==> src/rtl/sseg_scan_ctrl_if.sv <==
// Load channel into the seven-segment scan controller: one 16-bit hex value
// plus per-digit decimal points, transferred on valid && ready.
interface sseg_scan_ctrl_if;
  logic        valid;
  logic        ready;
  logic [15:0] data;
  logic [3:0]  dp;

  modport master (output valid, data, dp, input ready);
  modport slave  (input valid, data, dp, output ready);
endinterface

==> src/rtl/sseg_scan_ctrl.sv <==
// Four-digit common-anode seven-segment scan controller with a one-entry
// shadow register so new values are only committed at frame boundaries.
module sseg_scan_ctrl #(
  parameter int DIV      = 50000,
  parameter bit BLANK_LZ = 1'b0
) (
  input  logic               clk,
  input  logic               rst,
  sseg_scan_ctrl_if.slave    ld,
  input  logic               en,
  output logic [6:0]         seg,
  output logic               dp,
  output logic [3:0]         an,
  output logic               frame
);

  localparam int unsigned   CW      = $clog2(DIV);
  localparam logic [CW-1:0] CNT_MAX = CW'(DIV - 1);

  logic [CW-1:0] cnt;
  logic [1:0]    idx;
  logic [15:0]   disp_val;
  logic [3:0]    disp_dp;
  logic [15:0]   pend_val;
  logic [3:0]    pend_dp;
  logic          pend_full;
  logic          frame_q;

  logic          tick;
  logic          frame_end;
  logic          xfer;
  logic [3:0]    nib;
  logic [15:0]   upper;
  logic          blank;
  logic [3:0]    an_nxt;

  function automatic logic [6:0] hex7(input logic [3:0] n);
    case (n)
      4'h0: hex7 = 7'b1000000;
      4'h1: hex7 = 7'b1111001;
      4'h2: hex7 = 7'b0100100;
      4'h3: hex7 = 7'b0110000;
      4'h4: hex7 = 7'b0011001;
      4'h5: hex7 = 7'b0010010;
      4'h6: hex7 = 7'b0000010;
      4'h7: hex7 = 7'b1111000;
      4'h8: hex7 = 7'b0000000;
      4'h9: hex7 = 7'b0010000;
      4'hA: hex7 = 7'b0001000;
      4'hB: hex7 = 7'b0000011;
      4'hC: hex7 = 7'b1000110;
      4'hD: hex7 = 7'b0100001;
      4'hE: hex7 = 7'b0000110;
      default: hex7 = 7'b0001110;
    endcase
  endfunction

  assign ld.ready = !pend_full;

  always_comb begin
    tick      = (cnt == CNT_MAX);
    frame_end = tick && (idx == 2'd3);
    xfer      = ld.valid && !pend_full;
    nib       = disp_val[{idx, 2'b00} +: 4];
    // Leading-zero test: everything from the current digit upward is zero.
    upper     = disp_val >> {idx, 2'b00};
    blank     = BLANK_LZ && (idx != 2'd0) && (upper == '0);
    an_nxt    = '1;
    if (en && !blank) an_nxt[idx] = 1'b0;
  end

  always_ff @(posedge clk) begin
    if (rst) begin
      cnt       <= '0;
      idx       <= '0;
      disp_val  <= '0;
      disp_dp   <= '0;
      pend_val  <= '0;
      pend_dp   <= '0;
      pend_full <= 1'b0;
      frame_q   <= 1'b0;
      seg       <= '1;
      dp        <= 1'b1;
      an        <= '1;
      frame     <= 1'b0;
    end else begin
      cnt <= tick ? '0 : cnt + CW'(1);
      if (tick) idx <= idx + 2'd1;

      // A transfer can only happen with pending empty, so it never races a commit.
      if (xfer) begin
        pend_val  <= ld.data;
        pend_dp   <= ld.dp;
        pend_full <= 1'b1;
      end else if (frame_end && pend_full) begin
        disp_val  <= pend_val;
        disp_dp   <= pend_dp;
        pend_full <= 1'b0;
      end

      seg     <= hex7(nib);
      dp      <= !disp_dp[idx];
      an      <= an_nxt;
      // Extra stage lines FRAME up with the first segment pattern of the new frame.
      frame_q <= frame_end;
      frame   <= frame_q;
    end
  end

endmodule
==> src/flat_wrapper.sv <==
// flat-port wrapper written by rule: the top's interface ports become plain ports
module sseg_scan_ctrl_flat 
#(
  parameter int DIV      = 50000,
  parameter bit BLANK_LZ = 1'b0
)
  (clk, rst, en, seg, dp, an, frame, ld_valid, ld_data, ld_dp, ld_ready);
  sseg_scan_ctrl_if ld_i ();
  input  logic clk;
  input  logic rst;
  input  logic en;
  output logic [6:0] seg;
  output logic dp;
  output logic [3:0] an;
  output logic frame;
  input wire logic [$bits(ld_i.valid)-1:0] ld_valid;
  input wire logic [$bits(ld_i.data)-1:0] ld_data;
  input wire logic [$bits(ld_i.dp)-1:0] ld_dp;
  output wire logic [$bits(ld_i.ready)-1:0] ld_ready;
  assign ld_i.valid = ld_valid;
  assign ld_i.data = ld_data;
  assign ld_i.dp = ld_dp;
  assign ld_ready = ld_i.ready;
  sseg_scan_ctrl #(.DIV(DIV), .BLANK_LZ(BLANK_LZ)) u_core (.clk(clk), .rst(rst), .ld(ld_i), .en(en), .seg(seg), .dp(dp), .an(an), .frame(frame));
endmodule
==> config.mk <==
export PLATFORM = sky130hd
export DESIGN_NAME = sseg_scan_ctrl_flat
export DESIGN_NICKNAME = d
export VERILOG_FILES = /design/src/rtl/sseg_scan_ctrl_if.sv /design/src/rtl/sseg_scan_ctrl.sv /design/src/flat_wrapper.sv
export SDC_FILE = /design/constraint.sdc
export NUM_CORES = 1
export LEC_CHECK = 0
export CAP_MARGIN = 0
export CELL_PAD_IN_SITES_DETAIL_PLACEMENT = 1
export CELL_PAD_IN_SITES_GLOBAL_PLACEMENT = 1
export CORE_MARGIN = 2
export CORE_UTILIZATION = 30
export CTS_BUF_LIST = sky130_fd_sc_hd__clkbuf_16
export CTS_CLUSTER_SIZE = 8
export DETAILED_ROUTE_END_ITERATION = 12
export GPL_TIMING_DRIVEN = 0
export PLACE_DENSITY_LB_ADDON = 0.25
export SLEW_MARGIN = 30
export SYNTH_ARGS = -nofsm -noshare
export SYNTH_HDL_FRONTEND = slang
export SYNTH_SLANG_ARGS = --single-unit
==> constraint.sdc <==
create_clock -name clk -period 2.9 [get_ports clk]
set_clock_uncertainty 0.2 [all_clocks]
set_input_delay 0.725 -clock clk [delete_from_list [all_inputs] [get_ports clk]]
set_output_delay 0.725 -clock clk [all_outputs]
set_load 0.005 [all_outputs]
# Yosys cells after proc, flatten, opt, wreduce, memory -nomap -nowiden
# Memories as Yosys holds them, arrays and structs flattened. A register that Yosys moved wholly into a read port is not among the register bits.
# Cells that the tools add are included.
totals:
  wordCells: 38
  memories: 1
  rom_bits: 112
  inputBits: 24
  regBits: 66
memory_table:
  columns: ["memory", "words", "width", "rd", "rd_ports_with_merged_regs", "write_ports", "line", "rtl"]
  rows:
  - ["(no name shown)", 16, 7, 1, 1, 0, "sseg_scan_ctrl.sv:38", "case (n)"]
op_classes:
  shift: 1
  eq_ne: 2
  order_cmp: 2
  n_bitwise: 3
  add_sub_neg: 2
  reduce_logical: 10
  muxes: 6
ops:
  columns: ["op", "count"]
  rows:
  - ["adder 16 x 1 -> 16 bit, second input constant", 1]
  - ["== test 16 bit, second input constant", 1]
  - ["indexed part select 16 x 5 -> 4 bit", 1]
  - ["logical AND 1 bit", 4]
  - ["two-way mux 1 bit", 4]
  - ["NOT 4 bit", 1]
  - ["OR reduction 2 bit", 2]
  - ["less-than comparator 2 x 3 -> 1 bit, second input constant", 1]
  - ["adder 2 x 1 -> 2 bit, second input constant", 1]
  - ["binary-select mux 1 bit (select 2 bit)", 1]
  - ["demux 1 bit (select 2 bit)", 1]
  - ["== test 2 bit, second input constant", 1]
  - [">= comparator 2 x 1 -> 1 bit, second input constant", 1]
  - ["logical NOT 1 bit", 2]
  - ["NOT 1 bit", 2]
  - ["AND reduction 2 bit", 1]
  - ["nonzero test 2 bit", 1]

# Longest topological paths before layout
# Gate-level depths: netlist of the first run.
depth:
  word_depth: 5
  mapped_depth: 7
  ltp_nobuf: 6

# Worst setup path after synthesis of the first run
# No wires, ideal clock.
synth_timing:
  kind: "reg-to-reg"
  start: "reg u_core.idx[0]"
  end: "reg u_core.seg[6]"
  slack_ns: 0.772
  arrival_time_ns: 1.779
  period_less_slack_ns: 2.128
  path_stages_with_launch: 7
  n_path_buf: 1
  cell_sequence: "dfxtp_1 -> buf_2 -> mux4_2 -> ha_1 -> mux2_2 -> nand2_1 -> o311ai_0"
synth_via:
  elab_chain_len: 1
synth_rtl:
  columns: ["item", "line", "rtl"]
  rows:
  - ["start, declared", "sseg_scan_ctrl.sv:21", "logic [1:0] idx;"]
  - ["start signal, assigned", "sseg_scan_ctrl.sv:88", "if (tick) idx <= idx + 2'd1;"]
  - ["indexed part select 16 x 5 -> 4 bit", "sseg_scan_ctrl.sv:64", "nib = disp_val[{idx, 2'b00} +: 4];"]
  - ["end, declared", "sseg_scan_ctrl.sv:11", "output logic [6:0] seg,"]
# Every way passes these cells.
# A chain may end at the register's enable or synchronous reset.

# Final worst setup path of the first run
# Same ends and word-level chain as after synthesis.

==> impl_metrics.ini, run 1 <==
[synthesis]
synth_area_sq_um = 3070
synth.ff_latch_count = 73
synth.area.mux_share_pct = 4.73
synthAdderAreaFrac_pct = 4.48
synth_top_family_by_area = simple AND/OR/NAND/NOR gates
ys_top_cells_by_area = dfxtp_1 48%, a21oi_1 7.7%, nand2_1 7.5%, ha_1 4.5%, nand3_1 4.4%
synthCells = 349
synth-xor-area-share_pct = 3.14
synth_top_area_share_pct = 47.6
synth-compound-area-share_pct = 14.1
syn_nets = 384
yosysTopAreaCell = dfxtp_1
yosysWarnings = 0
synth-simple-area-share_pct = 21.2
ys_seq_area_share_pct = 47.6
synth_edf_count = 0
synth_common_cells = 73 x dfxtp_1, 61 x nand2_1, 47 x a21oi_1, 27 x nand3_1, 18 x clkbuf_1
synthFlopType = dfxtp_1
yosysMostFrequentCell = dfxtp_1
async_reset_ff_share_pct = 0
synthDistinctLibCells = 42
synth_area_per_cell_sq_um = 8.80

[placed_design]
io_buffers = 37
dpl-instance-area_sq_um = 3610
gp_congestion = 0.781
hpwl_microns = 5410
placed_cells = 519
dpl_worst_slack_ns = 0.292

[drt]
drcViolationCount = 0
wl_per_cell_microns = 14.1
postRouteAntennaNets = 0
vias = 2578
drtIter0Drc = 64
routed_wl_microns = 7570
viasPerCell = 4.82
dr.pass1.iters = 6

[power_and_ir_drop]
vdd.ir_drop.worst_mv = 0.333
internal_power_w = 0.00184
powerDensity_nw_per_um2 = 596
pwr-share-clk_pct = 50.8
sw_frac_of_total_pct = 21.4
switching_power_w = 0.000501
comb_power_share_pct = 4.7
p_leak_nw = 1.37
p_seq_share_pct = 44.5

[clocking]
postCtsSetupRepairBufs = 0
cts_resized = 0
clk-insertion-delay-late_ns = 0.33
root_buffer = clkbuf_16
clkSinkCount = 73
htreeDepth = 3
numCtsBuffers = 9
cts_tree = built
path_clk_slew_ns = 0.06
hold_buffers = 0
clock_path_buffers = 2

[timing]
slew_viol_final = 0
final-setup-viol-count = 0
period_minus_slack_ns = 2.38
slew_headroom_pct = 62.1
tns_ns = 0
hold_viol_final = 0
holdWs_ns = 0.241
setup_ws_ns = 0.516
rsz0062_at_grt = false
max_clock_freq_ghz = 0.419
post-route-period-util_pct = 82.2
worst_pin_slew_ns = 0.568

[min_path]
hp-start = u_core.cnt[0]$_SDFF_PP0_
hold_class = register to register

[layout]
layout.cells.non_filler = 535
n_antenna_cell = 0
area_growth_pct = 27.9
fillers = 1163
drive_gt1_share_pct = 8.46
final_cell_area_sq_um = 3930
nets = 432

[setup_path]
reg2reg_from = u_core.idx[0]$_SDFFE_PP0P_
worstSetupPathType = register to register
path_delay_family = multiplexers
arrival_ns = 2.34
crit_path_end_kind = register
worstPathRequired_ns = 2.86
cp_max_fo = 7
worst-path-buf-inv = 1
path_cells = buf_2 -> mux4_2 -> ha_1 -> mux2_2 -> nand2_1 -> o311ai_0
startpoint = u_core.idx[0]$_SDFFE_PP0P_
crit_slowest_cell = mux4_2
slowest_delay_ns = 0.62
cp-start-kind = register

[grt]
antenna_found_initial = 0
top_usage_layer = met2
grt.met1_usage_pct = 19.4
met3_usage_pct = 4.12
first_global_vias = 2526
use_met2_pct = 22.5
gr-total-overflow = 0
grt_start_max_net_pins = 14
grt_pass1_wl_microns = 12700
grt_usage_pct = 14.4

[run]
maxCapViolCount = 0

[floorplanning]
die_w_microns = 105
die_area_sq_um = 11100
start_util_pct = 31.1
num_rows = 36
io_pins = 38
fp.dieH_microns = 105
core-area_sq_um = 9860

[run_status]
outcome = completed
-- worst paths after layout --
check,endpoint,slack [ns],depth (start not counted)
worst max-delay path,u_core.seg[6]$_SDFF_PP1_,0.52,6
worst min-delay path,u_core.cnt[0]$_SDFF_PP0_,0.24,1
worst max register to register,u_core.seg[6]$_SDFF_PP1_,0.52,6
worst min register to register,u_core.cnt[0]$_SDFF_PP0_,0.24,1
-- stage by stage --
stage	utilization [%]	total power (W)
after floorplan	-	0.00111
after global placement	36.6	0.00117
after global routing	39.8	0.00242
after detailed placement	36.6	0.00118
final	39.8	0.00234
after CTS	39.8	0.00236
-- routing by layer --
layer | share of wire [%] | wire, microns | vias to the layer above
li1 | - | - | 1306
met1 | 49 | 3730 | 1231
met2 | 47 | 3540 | 37
met3 | 3.2 | 243 | 4
met4 | 0.69 | 52 | 0
met5 | 0 | 0 | -
-- flip-flops by register name, indices dropped and copies added, names as in the netlist --
register and flops:
u_core.an 4, u_core.cnt 16, u_core.disp_dp 4, u_core.disp_val 16, u_core.dp 1, u_core.frame 1
u_core.frame_q 1, u_core.idx 2, u_core.pend_dp 4, u_core.pend_full 1, u_core.pend_val 16, u_core.seg 7
-- power by group through the flow --
stage	registers [W]	clock network, W	logic, W
2_1_floorplan	0.00106	0	0.0000508
3_3_place_gp	0.00106	0	0.000111
3_5_place_dp	0.00106	0	0.000113
4_1_cts	0.00104	0.00121	0.000114
5_1_grt	0.00104	0.00125	0.000125
6_report	0.00104	0.00119	0.000110
-- kinds of logic after synthesis --
| group | after synthesis |
|---|---|
| mux | 8 |
| flops | 73 |
| fa+ha+maj | 11 |
| simple gates | 134 |
| compound gates | 80 |
| buf+inv | 32 |
| xor+xnor | 11 |
-- worst register-to-register path: stages, from the launching register on --
cell and delay (ns):
dfxtp_1 0.36, buf_2 0.26, mux4_2 0.62, ha_1 0.29, mux2_2 0.28, nand2_1 0.07, o311ai_0 0.13
-- placed cells by master, fill, tap and decap left out, drive strengths merged, types with 2 or more instances in the layout --
| master | Yosys | routed |
|---|---|---|
| ha | 11 | 11 |
| buf | 7 | 7 |
| nand3 | 27 | 27 |
| xnor2 | 6 | 6 |
| mux4 | 5 | 5 |
| inv | 7 | 8 |
| nor2b | 3 | 3 |
| nand4 | 3 | 3 |
| bufinv | 0 | 2 |
| and3 | 5 | 5 |
| clkbuf | 18 | 27 |
| o221ai | 2 | 2 |
| clkdlybuf4s50 | 0 | 37 |
| o21ai | 23 | 23 |
| mux2 | 2 | 2 |
| a21oi | 47 | 47 |
| dfxtp | 73 | 73 |
| clkinv | 0 | 3 |
| xor2 | 5 | 5 |
| or4b | 2 | 2 |
| or4 | 2 | 2 |
| or3 | 3 | 3 |
| nand2 | 62 | 62 |
| nor4 | 3 | 3 |
| nor2 | 16 | 16 |
| nand4b | 2 | 2 |
| o211ai | 2 | 2 |
| and2 | 2 | 2 |
-- final cells by class --
type                            instances  area (sq um)  share of cell area [%]
Inverter                                7          26.3                   0.669
Clock inverter                          7          93.8                    2.39
Tap cell                              133           166                    4.24
Timing Repair Buffer                   37           370                    9.43
Multi-Input combinational cell        244          1460                    37.2
Buffer                                 25           121                    3.09
Sequential cell                        73          1460                    37.2
Clock buffer                            9           225                    5.73
(Power assumes the default switching activity.)
==> run 2: changes to the inputs <==
Clock period 2.9 ns to 2.03 ns, I/O delays scaled along.
==> impl_metrics.ini, run 2 (synthesis results as in run 1) <==
[floorplanning]
io_pins = 38
fp.dieH_microns = 105
die_area_sq_um = 11100
num_rows = 36
die_w_microns = 105
start_util_pct = 31.1
core-area_sq_um = 9860

[timing]
post-route-period-util_pct = 111
tns_ns = -5.84
setup_ws_ns = -0.214
holdWs_ns = 0.249
period_minus_slack_ns = 2.24
max_clock_freq_ghz = 0.446
worst_pin_slew_ns = 0.709
hold_viol_final = 0
slew_viol_final = 0
slew_headroom_pct = 52.7
final-setup-viol-count = 50
rsz0062_at_grt = true

[power_and_ir_drop]
p_leak_nw = 1.52
pwr-share-clk_pct = 52.3
p_seq_share_pct = 43.0
comb_power_share_pct = 4.7
powerDensity_nw_per_um2 = 798
vdd.ir_drop.worst_mv = 0.427
sw_frac_of_total_pct = 20.4
switching_power_w = 0.000707
internal_power_w = 0.00275

[run_status]
outcome = finished, violations left
violations = setup timing

[drt]
routed_wl_microns = 8400
viasPerCell = 4.83
dr.pass1.iters = 4
vias = 2658
wl_per_cell_microns = 15.3
postRouteAntennaNets = 0
drtIter0Drc = 60
drcViolationCount = 0

[grt]
first_global_vias = 2886
grt_start_max_net_pins = 14
gr-total-overflow = 0
antenna_found_initial = 0
grt_usage_pct = 15.9
grt_pass1_wl_microns = 14000

[clocking]
cts_tree = built
clock_path_buffers = 2
htreeDepth = 3
hold_buffers = 0
path_clk_slew_ns = 0.06
clkSinkCount = 73
clk-insertion-delay-late_ns = 0.33
root_buffer = clkbuf_16
numCtsBuffers = 9

[layout]
mostFrequentLayoutCell = dfxtp_1
n_antenna_cell = 0
layout.cells.non_filler = 550
fillers = 1117
layout_common_cells = 68 x dfxtp_1, 57 x nand2_1, 42 x a21oi_1
final_cell_area_sq_um = 4330
drive_gt1_share_pct = 22.3
nets = 447
area_growth_pct = 41.0
largestRegisters = u_core.cnt (16), u_core.disp_val (16), u_core.pend_val (16)

[setup_path]
arrival_ns = 2.24
worstSetupPathType = register to register
cp-start-kind = register
worstPathRequired_ns = 2.02
crit_path_end_kind = register
cp_max_fo = 8

[placed_design]
hpwl_microns = 5490
dpl-instance-area_sq_um = 3620
io_buffers = 37
gp_congestion = 0.780
placed_cells = 519

[min_path]
hold_class = register to register

[run]
maxCapViolCount = 0
[run 2: changes by cell type in the layout (fill, tap and decap cells not counted), moves of 5 or more]
cell	before	now
dfxtp_1	73	68
a21oi_1	47	42
a21oi_2	0	5
o21ai_1	17	6
o21ai_2	0	11
buf_4	0	12
[run 2: area by class of cell]
type	count	area (sq um)	area share, %
flip-flops and latches	73	1470	33.9
clock buffers	9	225	5.20
repair buffers	53	526	12.1
well taps	133	166	3.84
inverters	7	31.3	0.722
multi-input cells	244	1650	38.1
clock inverters	7	119	2.74
plain buffers	24	143	3.29
[run 2: critical path, stage by stage (launching register included)]
cell and delay, ns:
dfxtp_2 0.31, or4b_4 0.53, or4_4 0.67, buf_6 0.19, o21ai_2 0.12, a21oi_1 0.08
[run 2: power groups by stage]
| stage | Clock, W | Sequential, W | Combinational, W |
|---|---|---|---|
| final | 0.00181 | 0.00149 | 0.000162 |
| after global placement | 0 | 0.00152 | 0.000159 |
| after detailed placement | 0 | 0.00152 | 0.000161 |
| after CTS | 0.00185 | 0.00149 | 0.000163 |
| after global routing | 0.00191 | 0.00149 | 0.000182 |
| after floorplan | 0 | 0.00152 | 0.0000726 |
[run 2: metal layers]
metal  GRT usage (%)  share of wire [%]  up-vias  wire [microns]
li1                -                  -     1337               -
met1            18.6                 45     1272            3810
met2            27.6                 50       41            4230
met3            4.49                3.2        8             265
met4            5.81                1.2        0              97
met5               0                  0        -               0
[run 2: path summary, 6_finish.rpt]
kind / cells past startpoint / slack [ns] / start / endpoint
max reg2reg: 5 / -0.21 / u_core.cnt[13]$_SDFF_PP0_ / u_core.disp_val[4]$_SDFFE_PP0P_
min reg2reg: 1 / 0.25 / u_core.cnt[0]$_SDFF_PP0_ / u_core.cnt[0]$_SDFF_PP0_
max: 5 / -0.21 / u_core.cnt[13]$_SDFF_PP0_ / u_core.disp_val[4]$_SDFFE_PP0P_
min: 1 / 0.25 / u_core.cnt[0]$_SDFF_PP0_ / u_core.cnt[0]$_SDFF_PP0_
[run 2: per-stage QoR]
step           worst slack, ns  power (W)  utilization [%]
4_1_cts                 -0.209    0.00351             42.5
5_1_grt                 -0.260    0.00358             43.9
3_3_place_gp            -0.340    0.00168             36.7
3_5_place_dp            -0.384    0.00168             36.7
6_report                -0.214    0.00346             43.9
2_1_floorplan          -0.0790    0.00159                -
[run 2: what timing repair did]
action / CTS / global route
hold endpoints to repair: 0 / 0
setup endpoints to repair: 51 / 67
buffers inserted: 12 / 2
pin swaps: 8 / 10
resized for setup: 29 / 39
gates cloned: 2 / 0
==> run 3: changes to the inputs <==
Settings changed: CORE_UTILIZATION 30 to 37.
==> impl_metrics.ini, run 3 (synthesis results as in run 1) <==
[run_status]
outcome = finished, violations left
violations = setup timing

[layout]
layout.cells.non_filler = 527
n_antenna_cell = 0
layout_common_cells = 68 x dfxtp_1, 58 x nand2_1, 41 x a21oi_1
mostFrequentLayoutCell = dfxtp_1
area_growth_pct = 41.2
largestRegisters = u_core.cnt (16), u_core.disp_val (16), u_core.pend_val (16)
drive_gt1_share_pct = 24.9
fin_util_pct = 53.3
fillers = 926
nets = 452

[timing]
worst_pin_slew_ns = 0.666
period_minus_slack_ns = 2.27
slew_viol_final = 0
rsz0062_at_grt = true
final-setup-viol-count = 52
setup_ws_ns = -0.244
max_clock_freq_ghz = 0.440
hold_viol_final = 0
holdWs_ns = 0.256
slew_headroom_pct = 55.6
post-route-period-util_pct = 112

[setup_path]
cp-start-kind = register
startpoint = u_core.cnt[10]$_SDFF_PP0_
worstPathRequired_ns = 2.02
crit_path_end_kind = register
reg2reg_from = u_core.cnt[10]$_SDFF_PP0_
crit_end = u_core.disp_val[5]$_SDFFE_PP0P_
ff2ff_path_depth = 5
worstSetupPathType = register to register
r2r-end = u_core.disp_val[5]$_SDFFE_PP0P_
arrival_ns = 2.26
cp_max_fo = 8
r2r_setup_slack_ns = -0.24

[placed_design]
placed_cells = 491
io_buffers = 37
gp_congestion = 0.778
hpwl_microns = 5350

[drt]
wl_per_cell_microns = 16.9
drtIter0Drc = 64
drcViolationCount = 0
viasPerCell = 5.21
routed_wl_microns = 8920
vias = 2744
postRouteAntennaNets = 0
dr.pass1.iters = 4

[grt]
grt_start_max_net_pins = 12
grt_usage_pct = 20.4
first_global_vias = 2808
grt_pass1_wl_microns = 13900
antenna_found_initial = 0
gr-total-overflow = 0

[floorplanning]
io_pins = 38
fp.dieH_microns = 95.1
start_util_pct = 37.8
die_w_microns = 95.1
core-area_sq_um = 8130
die_area_sq_um = 9050
num_rows = 33

[clocking]
htreeDepth = 3
clkSinkCount = 73
hold_buffers = 0
cts_tree = built
clock_path_buffers = 2
numCtsBuffers = 9
path_clk_slew_ns = 0.06
clk-insertion-delay-late_ns = 0.33
root_buffer = clkbuf_16

[power_and_ir_drop]
vdd.ir_drop.worst_mv = 0.474
powerDensity_nw_per_um2 = 731
p_leak_nw = 1.52

[run]
maxCapViolCount = 0

[min_path]
hold_class = register to register
[run 3: report_power, final]
| part | internal [W] | switching [W] | total, W |
|---|---|---|---|
| Clock | 0.000927 | 0.000573 | 0.00150 |
| Combinational | 0.0000941 | 0.0000861 | 0.000180 |
| Sequential | 0.00147 | 0.0000225 | 0.00149 |
[run 3: worst min-delay path by stage]
stage                                          from                         endpoint  slack [ns]  depth (start not counted)
detailed placement         u_core.cnt[0]$_SDFF_PP0_         u_core.cnt[0]$_SDFF_PP0_        0.24                          1
CTS                 u_core.pend_val[7]$_SDFFE_PP0P_  u_core.pend_val[7]$_SDFFE_PP0P_        0.26                          2
global placement           u_core.cnt[0]$_SDFF_PP0_         u_core.cnt[0]$_SDFF_PP0_        0.22                          1
finish              u_core.pend_val[7]$_SDFFE_PP0P_  u_core.pend_val[7]$_SDFFE_PP0P_        0.26                          2
floorplan                  u_core.cnt[0]$_SDFF_PP0_         u_core.cnt[0]$_SDFF_PP0_        0.21                          1
global route         u_core.pend_dp[2]$_SDFFE_PP0P_   u_core.pend_dp[2]$_SDFFE_PP0P_        0.28                          2
[run 3: through the flow]
step                      setup TNS, ns  worst slack, ns  total power [W]  instance area [sq um]
after global placement           -13.49           -0.308          0.00168                   3590
after global routing             -10.80           -0.283          0.00329                   4340
after floorplan                   -1.91          -0.0790          0.00159                   3080
final                             -7.42           -0.244          0.00317                   4340
after CTS                         -6.64           -0.218          0.00318                   4150
after detailed placement         -15.49           -0.349          0.00168                   3590
[run 3: final cells by class]
class                      count  area (sq um)  area share, %
buffer                        23           131           3.03
clock inverter                 7          53.8           1.24
multi-input combinational    244          1710           39.4
inverter                       7          31.3          0.721
timing repair buffer          59           586           13.5
tap                          105           131           3.03
sequential                    73          1470           33.9
clock buffer                   9           225           5.19
[run 3: critical path: stages, from the launching register on]
cell,delay [ns]
dfxtp_2,0.32
or4b_4,0.55
or4_4,0.67
buf_6,0.19
o21ai_2,0.11
a21oi_1,0.09
[run 3: what timing repair did]
action	CTS	global route
pin swaps	17	13
setup buffers	13	6
endpoints found under the setup margin	47	68
resized for setup	46	43
hold endpoints to repair	0	0
gates cloned	3	1
[run 3: routing by layer]
metal	wire length (microns)	GRT usage [%]	part of all wire [%]	vias to the layer above
met4	191	6.16	2.1	0
met1	3690	23.2	41	1323
met2	4740	36.5	53	54
li1	-	-	-	1350
met5	0	0	0	-
met3	300	6.32	3.4	17
